$ cat config.mk
export PLATFORM = sky130hd
export DESIGN_NAME = matmul_apb_master
export DESIGN_NICKNAME = d
export VERILOG_FILES = /design/src/rtl/matmul_apb_master.sv
export SDC_FILE = /design/constraint.sdc
export NUM_CORES = 1
export LEC_CHECK = 0
export ABC_CLOCK_PERIOD_IN_PS = 2220
export CAP_MARGIN = 25
export CORE_MARGIN = 1.5
export CORE_UTILIZATION = 39
export DETAILED_ROUTE_END_ITERATION = 12
export PLACE_DENSITY = 0.8
export SYNTH_ARGS = -nofsm -noshare
export SYNTH_HDL_FRONTEND = slang
export SYNTH_SLANG_ARGS = --single-unit
$ cat constraint.sdc
create_clock -name clk_i -period 2.22 [get_ports clk_i]
set_input_delay 0.444 -clock clk_i [delete_from_list [all_inputs] [get_ports clk_i]]
set_output_delay 0.444 -clock clk_i [all_outputs]
set_load 0.01 [all_outputs]
$ cat src/rtl/matmul_apb_master.sv
// APB requester: one valid/ready command in, one SETUP/ACCESS transfer on the bus, one valid/ready response out.
// Optional ACCESS watchdog enabled by defining MATMUL_APB_TIMEOUT_EN (abort after TIMEOUT_CYCLES wait states).
module matmul_apb_master #(
    parameter int BUS_WIDTH      = 32,
    parameter int ADDR_WIDTH     = 16,
    parameter int TIMEOUT_CYCLES = 64
) (
    input  logic                    clk_i,
    input  logic                    rst_ni,
    input  logic                    cmd_valid_i,
    output logic                    cmd_ready_o,
    input  logic                    cmd_write_i,
    input  logic [ADDR_WIDTH-1:0]   cmd_addr_i,
    input  logic [BUS_WIDTH-1:0]    cmd_wdata_i,
    input  logic [BUS_WIDTH/8-1:0]  cmd_pstrb_i,
    output logic                    rsp_valid_o,
    input  logic                    rsp_ready_i,
    output logic [BUS_WIDTH-1:0]    rsp_rdata_o,
    output logic                    rsp_err_o,
    output logic                    rsp_timeout_o,
    output logic                    psel_o,
    output logic                    penable_o,
    output logic                    pwrite_o,
    output logic [ADDR_WIDTH-1:0]   paddr_o,
    output logic [BUS_WIDTH-1:0]    pwdata_o,
    output logic [BUS_WIDTH/8-1:0]  pstrb_o,
    input  logic [BUS_WIDTH-1:0]    prdata_i,
    input  logic                    pready_i,
    input  logic                    pslverr_i
);

    localparam int STRB_W = BUS_WIDTH / 8;
    localparam logic [ADDR_WIDTH-1:0] ALIGN_MASK = ADDR_WIDTH'(STRB_W - 1);

    typedef enum logic [1:0] {IDLE, SETUP, ACCESS, RESP} state_e;

    state_e                 state_q, state_d;
    logic                   write_q, write_d;
    logic [ADDR_WIDTH-1:0]  addr_q, addr_d;
    logic [BUS_WIDTH-1:0]   wdata_q, wdata_d;
    logic [STRB_W-1:0]      strb_q, strb_d;
    logic [BUS_WIDTH-1:0]   rdata_q, rdata_d;
    logic                   err_q, err_d;
    logic                   misaligned;

`ifdef MATMUL_APB_TIMEOUT_EN
    localparam int CNT_W = $clog2(TIMEOUT_CYCLES + 1);
    localparam logic [CNT_W-1:0] CNT_LIMIT = CNT_W'(TIMEOUT_CYCLES - 1);
    logic [CNT_W-1:0]       cnt_q, cnt_d;
    logic                   timeout_q, timeout_d;
`else
    localparam int TIMEOUT_UNUSED = TIMEOUT_CYCLES;
`endif

    assign misaligned = |(cmd_addr_i & ALIGN_MASK);

    always_ff @(posedge clk_i or negedge rst_ni) begin
        if (!rst_ni) begin
            state_q <= IDLE;
            write_q <= 1'b0;
            addr_q  <= '0;
            wdata_q <= '0;
            strb_q  <= '0;
            rdata_q <= '0;
            err_q   <= 1'b0;
`ifdef MATMUL_APB_TIMEOUT_EN
            cnt_q     <= '0;
            timeout_q <= 1'b0;
`endif
        end else begin
            state_q <= state_d;
            write_q <= write_d;
            addr_q  <= addr_d;
            wdata_q <= wdata_d;
            strb_q  <= strb_d;
            rdata_q <= rdata_d;
            err_q   <= err_d;
`ifdef MATMUL_APB_TIMEOUT_EN
            cnt_q     <= cnt_d;
            timeout_q <= timeout_d;
`endif
        end
    end

    always_comb begin
        state_d = state_q;
        write_d = write_q;
        addr_d  = addr_q;
        wdata_d = wdata_q;
        strb_d  = strb_q;
        rdata_d = rdata_q;
        err_d   = err_q;
`ifdef MATMUL_APB_TIMEOUT_EN
        cnt_d     = cnt_q;
        timeout_d = timeout_q;
`endif
        case (state_q)
            IDLE: begin
                if (cmd_valid_i) begin
                    write_d = cmd_write_i;
                    addr_d  = cmd_addr_i;
                    wdata_d = cmd_wdata_i;
                    strb_d  = cmd_pstrb_i;
`ifdef MATMUL_APB_TIMEOUT_EN
                    timeout_d = 1'b0;
`endif
                    // Misaligned commands are refused locally without touching the bus.
                    if (misaligned) begin
                        rdata_d = '0;
                        err_d   = 1'b1;
                        state_d = RESP;
                    end else begin
                        state_d = SETUP;
                    end
                end
            end
            SETUP: begin
`ifdef MATMUL_APB_TIMEOUT_EN
                cnt_d = '0;
`endif
                state_d = ACCESS;
            end
            ACCESS: begin
                if (pready_i) begin
                    rdata_d = (!write_q && !pslverr_i) ? prdata_i : '0;
                    err_d   = pslverr_i;
                    state_d = RESP;
                end
`ifdef MATMUL_APB_TIMEOUT_EN
                else if (cnt_q >= CNT_LIMIT) begin
                    rdata_d   = '0;
                    err_d     = 1'b1;
                    timeout_d = 1'b1;
                    state_d   = RESP;
                end else begin
                    cnt_d = cnt_q + CNT_W'(1);
                end
`endif
            end
            RESP: begin
                if (rsp_ready_i) begin
                    state_d = IDLE;
                end
            end
            default: state_d = IDLE;
        endcase
    end

    // Bus control decodes straight from the state register so reset drops it asynchronously.
    assign cmd_ready_o = (state_q == IDLE);
    assign rsp_valid_o = (state_q == RESP);
    assign psel_o      = (state_q == SETUP) || (state_q == ACCESS);
    assign penable_o   = (state_q == ACCESS);
    assign pwrite_o    = write_q;
    assign paddr_o     = addr_q;
    assign pwdata_o    = wdata_q;
    assign pstrb_o     = write_q ? strb_q : '0;
    assign rsp_rdata_o = rdata_q;
    assign rsp_err_o   = err_q;

`ifdef MATMUL_APB_TIMEOUT_EN
    assign rsp_timeout_o = timeout_q;
`else
    assign rsp_timeout_o = 1'b0;
`endif

endmodule

==> results summary, run 1 <==
Setup repair after global routing left no endpoint under its margin. Among all stages on the critical path, the largest delay is contributed by clkdlybuf4s50_1. The overflow left after global routing is 0. The sequential share of power came out at 37.2%.

The total design power came out at 7.38 mW. The initial utilization of the core area, before any placement, comes to 40.7%. In the final timing run, aggregate negative setup slack is 0 ns.

By area the synthesized netlist is led by dfrtp_1 65%, mux2_2 18%, a22o_1 8.3%. The wire length of the first global-routing pass came out at 12.4 mm. The overall routing resource usage came out at 18.0%. The final number of hold-violating endpoints was 0. The net count after synthesis is 310. The half-perimeter wire length of the detailed placement result came out at 6.17 mm. The filler-free cell count of the finished design is 508. The cts-stage hold buffer count is 0. In this run the cell area measured after placement is 5330 um^2. The run finished with clean final reports.

The critical path goes through inv_1, ha_2, clkdlybuf4s50_1. The endpoint arrival time on the critical path is 1.67 ns. The total routed wirelength is 8.38 mm.

Entering global routing, the biggest net connects 54 pins. The post-CTS resize count came out at 0. For this run, the slowest stage of the critical path takes 0.57 ns.

The type of the tightest min-delay check is in -> async. The via count of the first global-routing pass came to 2,452. After clock tree synthesis, the clock-pin slew on the worst setup and hold paths is 0.08 ns. The combinational share of power is 48.1%. The worst endpoint required time is 1.78 ns.

The critical path is of the reg -> out type. The startpoint identified for the worst register-to-register timing path is state_q[1]$_DFFE_PN0P_. The finished cells cover 5530 um^2. Setup violations remaining at the end of the flow were counted as 0. The maximum clock rate came out at 0.474 GHz. The worst ir drop on vdd came out at 0.714 mV. The core area came out at 8340 um^2. The worst register-to-register path ends at rsp_rdata_o[25]$_DFFE_PN0P_.

The overall die width came out at 96.3 um. The count of antenna-violating nets left after detailed routing came out at 0. Of all cell types, the one taking the most synthesized area is dfrtp_1. The average wire length per cell after detail routing came out at 16.5 um. The category of the worst setup path launch point is a flip-flop. In the final design database the tool counted 493 nets. The total standard cell area after synthesis is 3390 um^2.

The switching power as a share of total power is 30.7%. TritonCTS built the clock tree. The count of cells along the worst register-to-register path is 6. The layout overhead on the synthesized area came out at 62.9%.

The clock latency reported for the late side of the worst-skew pair is 0.34 ns. The clock sink total came out at 88. The maximum fanout along the worst path is 5.

The placed instance count is 492. The final core utilization came out at 66.3%. The worst reg-to-reg setup slack came out at 0.39 ns.

The total CTS buffers is 9. Clock tree synthesis selected as its root buffer the cell clkbuf_8. The DRC marker count from the first detailed-route iteration is 58.

The fraction of layout cells with a size suffix above 1 came out at 19.4%. Dividing the synthesized area by the synthesized cell count gives 15.8 um^2. The endpoint class of the critical path is an output port. The final critical-path share of the clock period came out at 95.0%. The post-layout minimum cycle time came out at 2.11 ns. The post-synthesis sequential element count is 88.

The top-level I/O count is 182. Buffers placed on the I/O ports in this run total 180. The die outline area came out at 9270 um^2. The count of unique library cells instantiated by Yosys is 23.

The number of antenna violations at the first check in global routing is 0. After detailed routing, the number of remaining DRC violations is 0. The leakage power summed over all cells came out at 2.38 nW. The placement row count came out at 33. The number of iterations in the first detailed-routing pass is 4. The buffer levels on the longest clock path is 2. The routed layout has 2,507 vias. In this run the power density over the cells is 1340 nW/um^2.

Between clock sinks in the finished design, the worst skew comes to 0.00817 ns. The number of vias per cell is 4.94. The max-cap violation count came out at 0. The max-slew headroom at the worst pin came out at 66.3%.

0 antenna diodes ended up in the layout. Post-CTS timing repair inserted 0 buffers for setup. The switching component of the power came out at 2.27 mW. The yosys synthesis warning count is 0. The share of the synthesized area in the top cell type is 64.9%.

The sequential-to-total area share from yosys stat is 64.9%. The gate count after technology mapping is 215. The final estimated routing congestion in global placement came out at 0.684. The total count of max-transition violations in the final report is 0. The clock group share of total power is 14.7%. For the pin with the worst max-slew slack, the measured transition is 0.505 ns. The height of the die is 96.3 um.

The internal power of the cells totals 5.12 mW. The deepest level of the CTS H-tree came out at 3.
[power groups by stage]
stage | logic [mW] | registers (mW) | clock network [mW]
6_report | 3.55 | 2.75 | 1.09
5_1_grt | 3.80 | 2.84 | 1.19
4_1_cts | 3.60 | 2.76 | 1.13
3_5_place_dp | 3.59 | 2.78 | 0
3_3_place_gp | 3.52 | 2.75 | 0
2_1_floorplan | 1.27 | 3.06 | 0
[worst max-delay path: cells and delay by family (launching register included)]
family / cells / cell delay [ns]
DFF: 1 / 0.39
buffers and inverters: 2 / 0.69
adders and majority gates: 1 / 0.24
[synth_stat cells]
master,n
or3b_2,1
ha_1,4
buf_2,9
and2_1,4
or3_1,1
a221oi_1,1
inv_1,5
nor3b_4,1
nand2_1,1
nor4_4,1
a22o_1,32
conb_1,1
nor3_1,1
dfrtp_1,88
nor2b_1,1
a21oi_1,1
buf_6,3
mux2_2,53
mux2i_1,3
nand3b_1,1
nor2_1,1
o21ai_0,1
buf_4,1
[stage by stage]
| stage | setup slack [ns] | hold slack [ns] |
|---|---|---|
| 2_1_floorplan | 0.487 | 0.148 |
| 3_3_place_gp | 0.258 | 0.442 |
| 3_5_place_dp | 0.218 | 0.452 |
| 4_1_cts | 0.0472 | 0.0716 |
| 5_1_grt | 0.0275 | 0.0876 |
| 6_report | 0.111 | 0.0585 |
[state kept, by name (all words and copies together), names as in the netlist]
signal and cells:
pwrite_o 1, paddr_o 16, pwdata_o 32, rsp_rdata_o 32, rsp_err_o 1, state_q 2, strb_q 4
[layer usage]
layer	global-route usage, %	wire length, um	part of all wire (%)	vias up
met2	31.0	4240	51	119
met3	7.66	929	11	10
met5	0	0	0	-
li1	-	-	-	1140
met1	19.9	3110	37	1238
met4	5.88	104	1.2	0
[cell families (layout without fill, tap and decap cells)]
| group | count (synthesis) | in the layout | share of synthesized area (%) |
|---|---|---|---|
| flip-flops | 88 | 88 | 64.9 |
| multiplexers | 56 | 56 | 18.5 |
| AO/OA/AOI/OAI | 35 | 35 | 8.81 |
| buffers and inverters | 18 | 206 | 3.10 |
| AND/OR/NAND/NOR | 13 | 13 | 3.13 |
| adder cells (fa/ha/maj) | 4 | 4 | 1.47 |
| other | 1 | 1 | 0.111 |
[area by class of cell]
class                   count  area [um^2]
clock inverters             4         53.8
inverters                   5         18.8
clock buffers              12          145
well taps                 105          131
flip-flops and latches     88         2200
multi-input cells         109         1090
repair buffers            185         1890
fillers                   611         2810
[cells in the final DEF, fill, tap and decap left out, types with 2 or more instances in the layout]
cell,Yosys,final
mux2i_1,3,3
clkbuf_8,0,10
buf_12,0,4
a22o_1,32,32
mux2_2,53,53
ha_1,4,3
clkdlybuf4s50_1,0,179
inv_1,5,5
dfrtp_1,88,88
and2_1,4,4
clkinvlp_4,0,2
buf_4,1,2
clkbuf_1,0,2
[how the worst max path moves through the flow]
stage | end | depth (start not counted) | slack [ns] | from
after floorplan | rsp_rdata_o[10]$_DFFE_PN0P_ | 7 | 0.49 | state_q[0]$_DFFE_PN0P_
after global placement | rsp_rdata_o[29]$_DFFE_PN0P_ | 5 | 0.26 | cmd_addr_i[1]
after detailed placement | rsp_rdata_o[2]$_DFFE_PN0P_ | 5 | 0.22 | cmd_addr_i[1]
after CTS | penable_o | 3 | 0.05 | state_q[0]$_DFFE_PN0P_
after global routing | psel_o | 3 | 0.03 | state_q[1]$_DFFE_PN0P_
final | penable_o | 3 | 0.11 | state_q[0]$_DFFE_PN0P_
Note: power is estimated with default switching activity, not from simulation.
==> run 2: changes to the inputs <==
--- a/config.mk
+++ b/config.mk
@@ -7,7 +7,6 @@
 export LEC_CHECK = 0
 export ABC_CLOCK_PERIOD_IN_PS = 2220
 export CAP_MARGIN = 25
-export CORE_MARGIN = 1.5
 export CORE_UTILIZATION = 39
 export DETAILED_ROUTE_END_ITERATION = 12
 export PLACE_DENSITY = 0.8
==> run 2 against run 1 <==
  * Register-to-register slack worse by 0.02 ns
  * Die area fell by 2.1%
  * Critical path type unchanged
  * Flip-flop and latch count unchanged
  * Largest cell class unchanged
  * Clock skew fell by 0.0039 ns
  * Non-clock buffer count rose by 1
==> results summary, run 2 (same netlist as run 1, synthesis figures left out) <==
For this design the ratio of total power to cell area is 1350 nW/um^2. The via count of the first global-routing pass is 2,663. Buffers added to address setup during post-CTS repair amount to 0. The final layout contains 494 nets. The wire length of the first global-routing pass is 13.6 mm. The max-slew headroom at the worst pin is 61.6%. The number of antenna violations at the first check in global routing is 0. Dividing the final minimum period by the clock period gives 93.9%.

The worst path meets setup with 0.135 ns of slack. The endpoint arrival time on the critical path is 1.64 ns. STA classifies the critical path endpoint as an output port. The clock tree skew after final layout is 0.00429 ns. Among cell families on the critical path, the largest total delay comes from buffers and inverters. Along the worst path, the maximum fanout reaches 3. TritonCTS built the clock tree. The fraction of layout cells with a size suffix above 1 came out at 19.3%. The reg-to-reg critical path startpoint is state_q[0]$_DFFE_PN0P_. The clock sink total is 88. The worst register-to-register path ends at rsp_rdata_o[0]$_DFFE_PN0P_. The final number of setup-violating endpoints came out at 0. The final estimated routing congestion in global placement is 0.711. The worst reg-to-reg setup slack is 0.37 ns. The layout overhead on the synthesized area came out at 63.5%.

The signal on the critical path passes through inv_1, ha_1, clkdlybuf4s50_1. The type of the tightest min-delay check is in -> async. The floorplan step defined a die boundary enclosing 9080 um^2. The critical path depth came out at 3. The leakage power summed over all cells came out at 2.40 nW. The number of remaining DRC errors is 0. The first detailed-routing pass ran for 4 iterations. The worst setup path is of the reg -> out kind.

The worst-case IR drop observed on VDD is 0.725 mV. Once the floorplan was initialized, standard cells occupied 40.9% of the core. The register cell area after layout came out at 2200 um^2.

The max-cap violation count is 0. The count of buffer and inverter cells on the critical path is 2. The start point of the critical path is state_q[1]$_DFFE_PN0P_.

The average wire length per cell after detail routing is 17.4 um. The worst endpoint required time is 1.78 ns. Row generation in the floorplan step produced 33 rows.

The repair_antennas step left the layout with diodes totalling 0. The cell with the biggest individual delay on the critical path is clkdlybuf4s50_1. The maximum clock rate came out at 0.480 GHz. The via count is 2,523.

STA classifies the critical path startpoint as a flip-flop. The area occupied by multi-input gates came out at 1090 um^2. The slew at the pin with the worst max-slew slack came out at 0.575 ns.

The total count of max-transition violations in the final report is 0. The master cell of the clock root buffer is clkbuf_8. Leaving out fill and tap cells, the most frequent cell in the layout is clkdlybuf4s50_1. The height of the die is 95.3 um. The top-level I/O count is 182. The capture point of the critical path is psel_o. The clock edge transition at the registers on the reported setup and hold paths came out at 0.09 ns. In the layout the commonest cells are 178 x clkdlybuf4s50_1, 88 x dfrtp_1, 53 x mux2_2, 32 x a22o_1, 9 x clkbuf_8. The number of filler instances in the final layout is 621. The overall routing resource usage came out at 20.2%.

Port buffering added 180 buffers. The final number of hold-violating endpoints is 0. The count of antenna-violating nets left after detailed routing is 0. The total routed wirelength is 8.88 mm. The die is 95.3 um wide. The half-perimeter wire length of the detailed placement result is 6.58 mm. The DRC marker count from the first detailed-route iteration came out at 60. The run finished with clean final reports. For the worst flop-to-flop path, the logic depth is 6.

The buffer levels on the longest clock path came out at 2. Setup repair after global routing left no endpoint under its margin. The longest individual stage delay on the worst path came out at 0.56 ns. The total CTS buffers came out at 9. The sum of negative setup slack came out at 0 ns. The clock latency reported for the late side of the worst-skew pair came out at 0.33 ns. The total overflow left after global routing is 0. Entering global routing, the biggest net connects 45 pins.

The smallest clock period supported by the final layout is computed as 2.08 ns. The deepest level of the CTS H-tree is 3. The worst slack after detailed placement came out at 0.191 ns. The number of vias per cell came out at 4.96. The core area came out at 8300 um^2.
-- run 2: cell count changes in the layout (fill, tap and decap cells not counted), sizes merged --
cell and delta:
buf +1, bufinv +1, clkbuf -1, clkdlybuf4s50 -1, clkinv +1, clkinvlp -1, dlygate4sd2 +1
-- run 2: final cells by class --
| type | instances | area share (%) |
|---|---|---|
| sequential | 88 | 39.7 |
| timing repair buffer | 186 | 34.1 |
| multi-input combinational | 109 | 19.6 |
| clock buffer | 11 | 2.37 |
| tap | 105 | 2.37 |
| clock inverter | 5 | 1.47 |
| inverter | 5 | 0.338 |
-- run 2: repair_timing --
item	in CTS	in global routing
setup endpoints to repair	1	0
resized for setup	1	0
hold buffers	0	0
endpoints found under the hold margin	0	0
-- run 2: worst reg2reg max path: cells and delay by family, from the launching register on --
family / cells / cell delay (ns)
AOI/OAI and AO/OA: 1 / 0.22
adders and majority gates: 1 / 0.28
buffers and inverters: 2 / 0.28
DFF: 1 / 0.36
and+or+nand+nor: 2 / 0.61
-- run 2: layer usage --
layer  share of wire [%]  up-vias  GRT usage [%]
met2                  51      112           35.8
met4                0.71        0           5.30
met5                   0        -              0
met3                  10        5           7.10
met1                  38     1267           22.9
li1                    -     1139              -
-- run 2: per-stage QoR --
stage / total power [mW] / util (%) / cells / cell area [um^2] / hold WS [ns]
finish: 7.49 / 66.8 / 509 / 5550 / 0.0931
global route: 7.97 / 66.8 / 509 / 5550 / 0.121
CTS: 7.59 / 66.8 / 509 / 5550 / 0.103
detailed placement: 6.38 / 64.3 / 493 / 5340 / 0.480
global placement: 6.26 / 64.3 / 493 / 5340 / 0.480
floorplan: 4.33 / - / 215 / 3390 / 0.148
-- run 2: how the worst min path moves through the flow --
stage,end,depth (start not counted)
2_1_floorplan,paddr_o[0]$_DFFE_PN0P_,0
5_1_grt,paddr_o[7]$_DFFE_PN0P_,1
6_report,paddr_o[7]$_DFFE_PN0P_,1
3_3_place_gp,rsp_rdata_o[5]$_DFFE_PN0P_,1
4_1_cts,paddr_o[7]$_DFFE_PN0P_,1
3_5_place_dp,rsp_rdata_o[23]$_DFFE_PN0P_,1
-- run 2: power breakdown --
group,switching [mW],internal [mW],leakage (nW)
registers,0.412,2.35,1.10
clock network,0.548,0.636,0.104
logic,1.34,2.21,1.20
==> run 3: changes to the inputs <==
--- a/config.mk
+++ b/config.mk
@@ -9,7 +9,8 @@
 export CAP_MARGIN = 25
 export CORE_UTILIZATION = 39
 export DETAILED_ROUTE_END_ITERATION = 12
-export PLACE_DENSITY = 0.8
+export PLACE_DENSITY = 0.9
+export SLEW_MARGIN = 20
 export SYNTH_ARGS = -nofsm -noshare
 export SYNTH_HDL_FRONTEND = slang
 export SYNTH_SLANG_ARGS = --single-unit
==> run 3 against run 2 <==
  * Flip-flop and latch count stayed put
  * Critical path depth unchanged
  * Highest routed layer unchanged
  * Total power fell by 2.1%
  * Critical path type unchanged
  * Clock skew is 0.0039 ns higher
  * Die area unchanged
  * Global-route usage decreased by 1.3 points
  * Hold slack better by 0.0026 ns
  * Combinational power is essentially flat
  * Cell area decreased by 0.70%
  * Clock-buffer cell count is 1 lower
  * Cell count decreased by 0.59%
==> results summary, run 3 (same netlist as run 1, synthesis figures left out) <==
The flow ran to the end, and the final reports show no timing, DRC or antenna violations. The total count of max-transition violations in the final report is 0. The via count of the first global-routing pass came out at 2,612.

Traced cell by cell, the critical path runs through inv_1, ha_1, clkdlybuf4s50_1. At the end of the flow the core is filled with cells to 66.4%. The max-slew headroom at the worst pin is 66.4%. The average wire length per cell after detail routing came out at 16.5 um. The maximum fanout along the worst path came out at 3. Data on the critical path is required at its endpoint by 1.78 ns.

The final critical-path share of the clock period is 94.6%. The H-tree was split into 3 levels. The maximum number of pins on one net before global-route repair came out at 89.

Data arrives at the worst endpoint at 1.66 ns. The top-level I/O count is 182. The first global-routing pass estimated 12.8 mm of wire. The final estimated routing congestion in global placement came out at 0.739. Clock tree synthesis selected as its root buffer the cell clkbuf_8.

The final number of setup-violating endpoints is 0. The clock passes through at most 2 buffers. The total CTS buffers came out at 9.

The maximum clock rate came out at 0.476 GHz. The detailed router placed 2,506 vias in this run. The fraction of layout cells with a size suffix above 1 came out at 19.2%.

In this run the worst hold path is classified as in -> async. The number of diodes added for antenna fixing is 0. The classification of the worst setup path is reg -> out.

The total power density per cell area came out at 1330 nW/um^2. Wire segments on met3 add up to 795 um in the final route. The max-cap violation count came out at 0. The number of vias per cell came out at 4.95.

The clock sink total came out at 88. STA classifies the critical path endpoint as an output port. The number of antenna violations at the first check in global routing came out at 0. STA classifies the critical path startpoint as a flip-flop.

The routed design has 8.37 mm of wire. The net count reported at finish came out at 493. The wire length on met2 came out at 4.20 mm. At the later pin of the worst-skew pair, clock insertion delay measures 0.34 ns.

The overall die width is 95.3 um. Setup repair after global routing left no endpoint under its margin. The count of nets left with antenna violations once routing finished came out at 0. The half-perimeter wire length of the detailed placement result is 6.12 mm. The DRC marker count from the first detailed-route iteration came out at 49. For the pin with the worst max-slew slack, the measured transition is 0.505 ns. The placement row count came out at 33. The overflow left after global routing is 0.

The die outline area is 9080 um^2. The core area came out at 8300 um^2. The highest metal layer used by the detailed router is met4. Port buffering added 180 buffers. The longest individual stage delay on the worst path came out at 0.56 ns.

The clock tree from TritonCTS is yes. The worst ir drop on vdd came out at 0.644 mV. The final number of hold-violating endpoints was 0. The commonest non-fill, non-tap cell in the layout is clkdlybuf4s50_1. The sum of negative setup slack is 0 ns. For this run, design rule violations remaining after detail routing come to 0. In the layout the commonest cells are 178 x clkdlybuf4s50_1, 88 x dfrtp_1, 53 x mux2_2, 32 x a22o_1, 9 x clkbuf_8. Relative to the synthesized area, the layout overhead comes to 62.3%.

The final hold slack is 0.0957 ns. The clock arrives with 0.00824 ns of skew. Across every metal layer, demand over resource in global routing totals 18.9%. The height of the die is 95.3 um. In this run the static leakage power is 2.39 nW. The number of iterations in the first detailed-routing pass came out at 4. The post-layout minimum cycle time came out at 2.10 ns. Among all stages on the critical path, the largest delay is contributed by clkdlybuf4s50_1.

In the final routing, the length of wire on met1 measures 3.30 mm. The effective utilization at floorplan is 40.9%. The clock edge transition at the registers on the reported setup and hold paths came out at 0.08 ns.
-- run 3: changes by cell type in the layout (fill, tap and decap cells not counted), sizes merged --
cell	delta
bufinv	-1
clkbuf	-1
dlygate4sd2	-1
dlymetal6s2s	+1
buf	-1
-- run 3: critical path, delay by kind of cell (launching register included) --
| kind | cells | cell delay [ns] |
|---|---|---|
| buffers and inverters | 2 | 0.64 |
| flip-flops | 1 | 0.38 |
| adder cells (fa/ha/maj) | 1 | 0.29 |
-- run 3: where the power goes --
group	leakage, nW	switching, mW	internal (mW)
Sequential	1.10	0.410	2.35
Combinational	1.20	1.33	2.22
Clock	0.0880	0.520	0.505
Total	2.39	2.26	5.07
-- run 3: final cells by class --
class | instances | area, um^2
fillers | 597 | 2790
flip-flops and latches | 88 | 2200
repair buffers | 185 | 1890
multi-input cells | 109 | 1090
well taps | 105 | 131
clock buffers | 10 | 128
clock inverters | 4 | 47.5
inverters | 5 | 18.8
-- run 3: final timing paths --
path | depth (start not counted) | end | slack, ns | start
max | 3 | psel_o | 0.12 | state_q[1]$_DFFE_PN0P_
min | 2 | rsp_rdata_o[19]$_DFFE_PN0P_ | 0.1 | rst_ni
max reg2reg | 6 | rsp_rdata_o[17]$_DFFE_PN0P_ | 0.39 | state_q[0]$_DFFE_PN0P_
min reg2reg | 1 | rsp_rdata_o[1]$_DFFE_PN0P_ | 0.50 | rsp_rdata_o[1]$_DFFE_PN0P_
max in group asynchronous | 2 | pwdata_o[17]$_DFFE_PN0P_ | 1.71 | rst_ni
min in group clk_i | 1 | rsp_rdata_o[1]$_DFFE_PN0P_ | 0.50 | rsp_rdata_o[1]$_DFFE_PN0P_
-- run 3: through the flow --
stage,cells,instance area [um^2],power (mW),setup WS [ns]
floorplan,215,3390,4.33,0.487
global placement,492,5330,6.25,0.264
detailed placement,492,5330,6.37,0.214
CTS,506,5500,7.42,0.0242
global route,506,5510,7.76,0.0336
finish,506,5510,7.33,0.120
-- run 3: repair_timing --
item                                   4_1_cts  5_1_grt
gates resized for setup                      0        2
hold buffers                                 0        0
setup endpoints to repair                    0        1
endpoints found under the hold margin        0        0
setup buffers                                0        0
-- run 3: layer usage --
layer | global-route usage [%] | vias to the layer above
met3 | 6.86 | 8
met2 | 32.3 | 122
li1 | - | 1131
met5 | 0 | -
met4 | 5.81 | 0
met1 | 21.9 | 1245
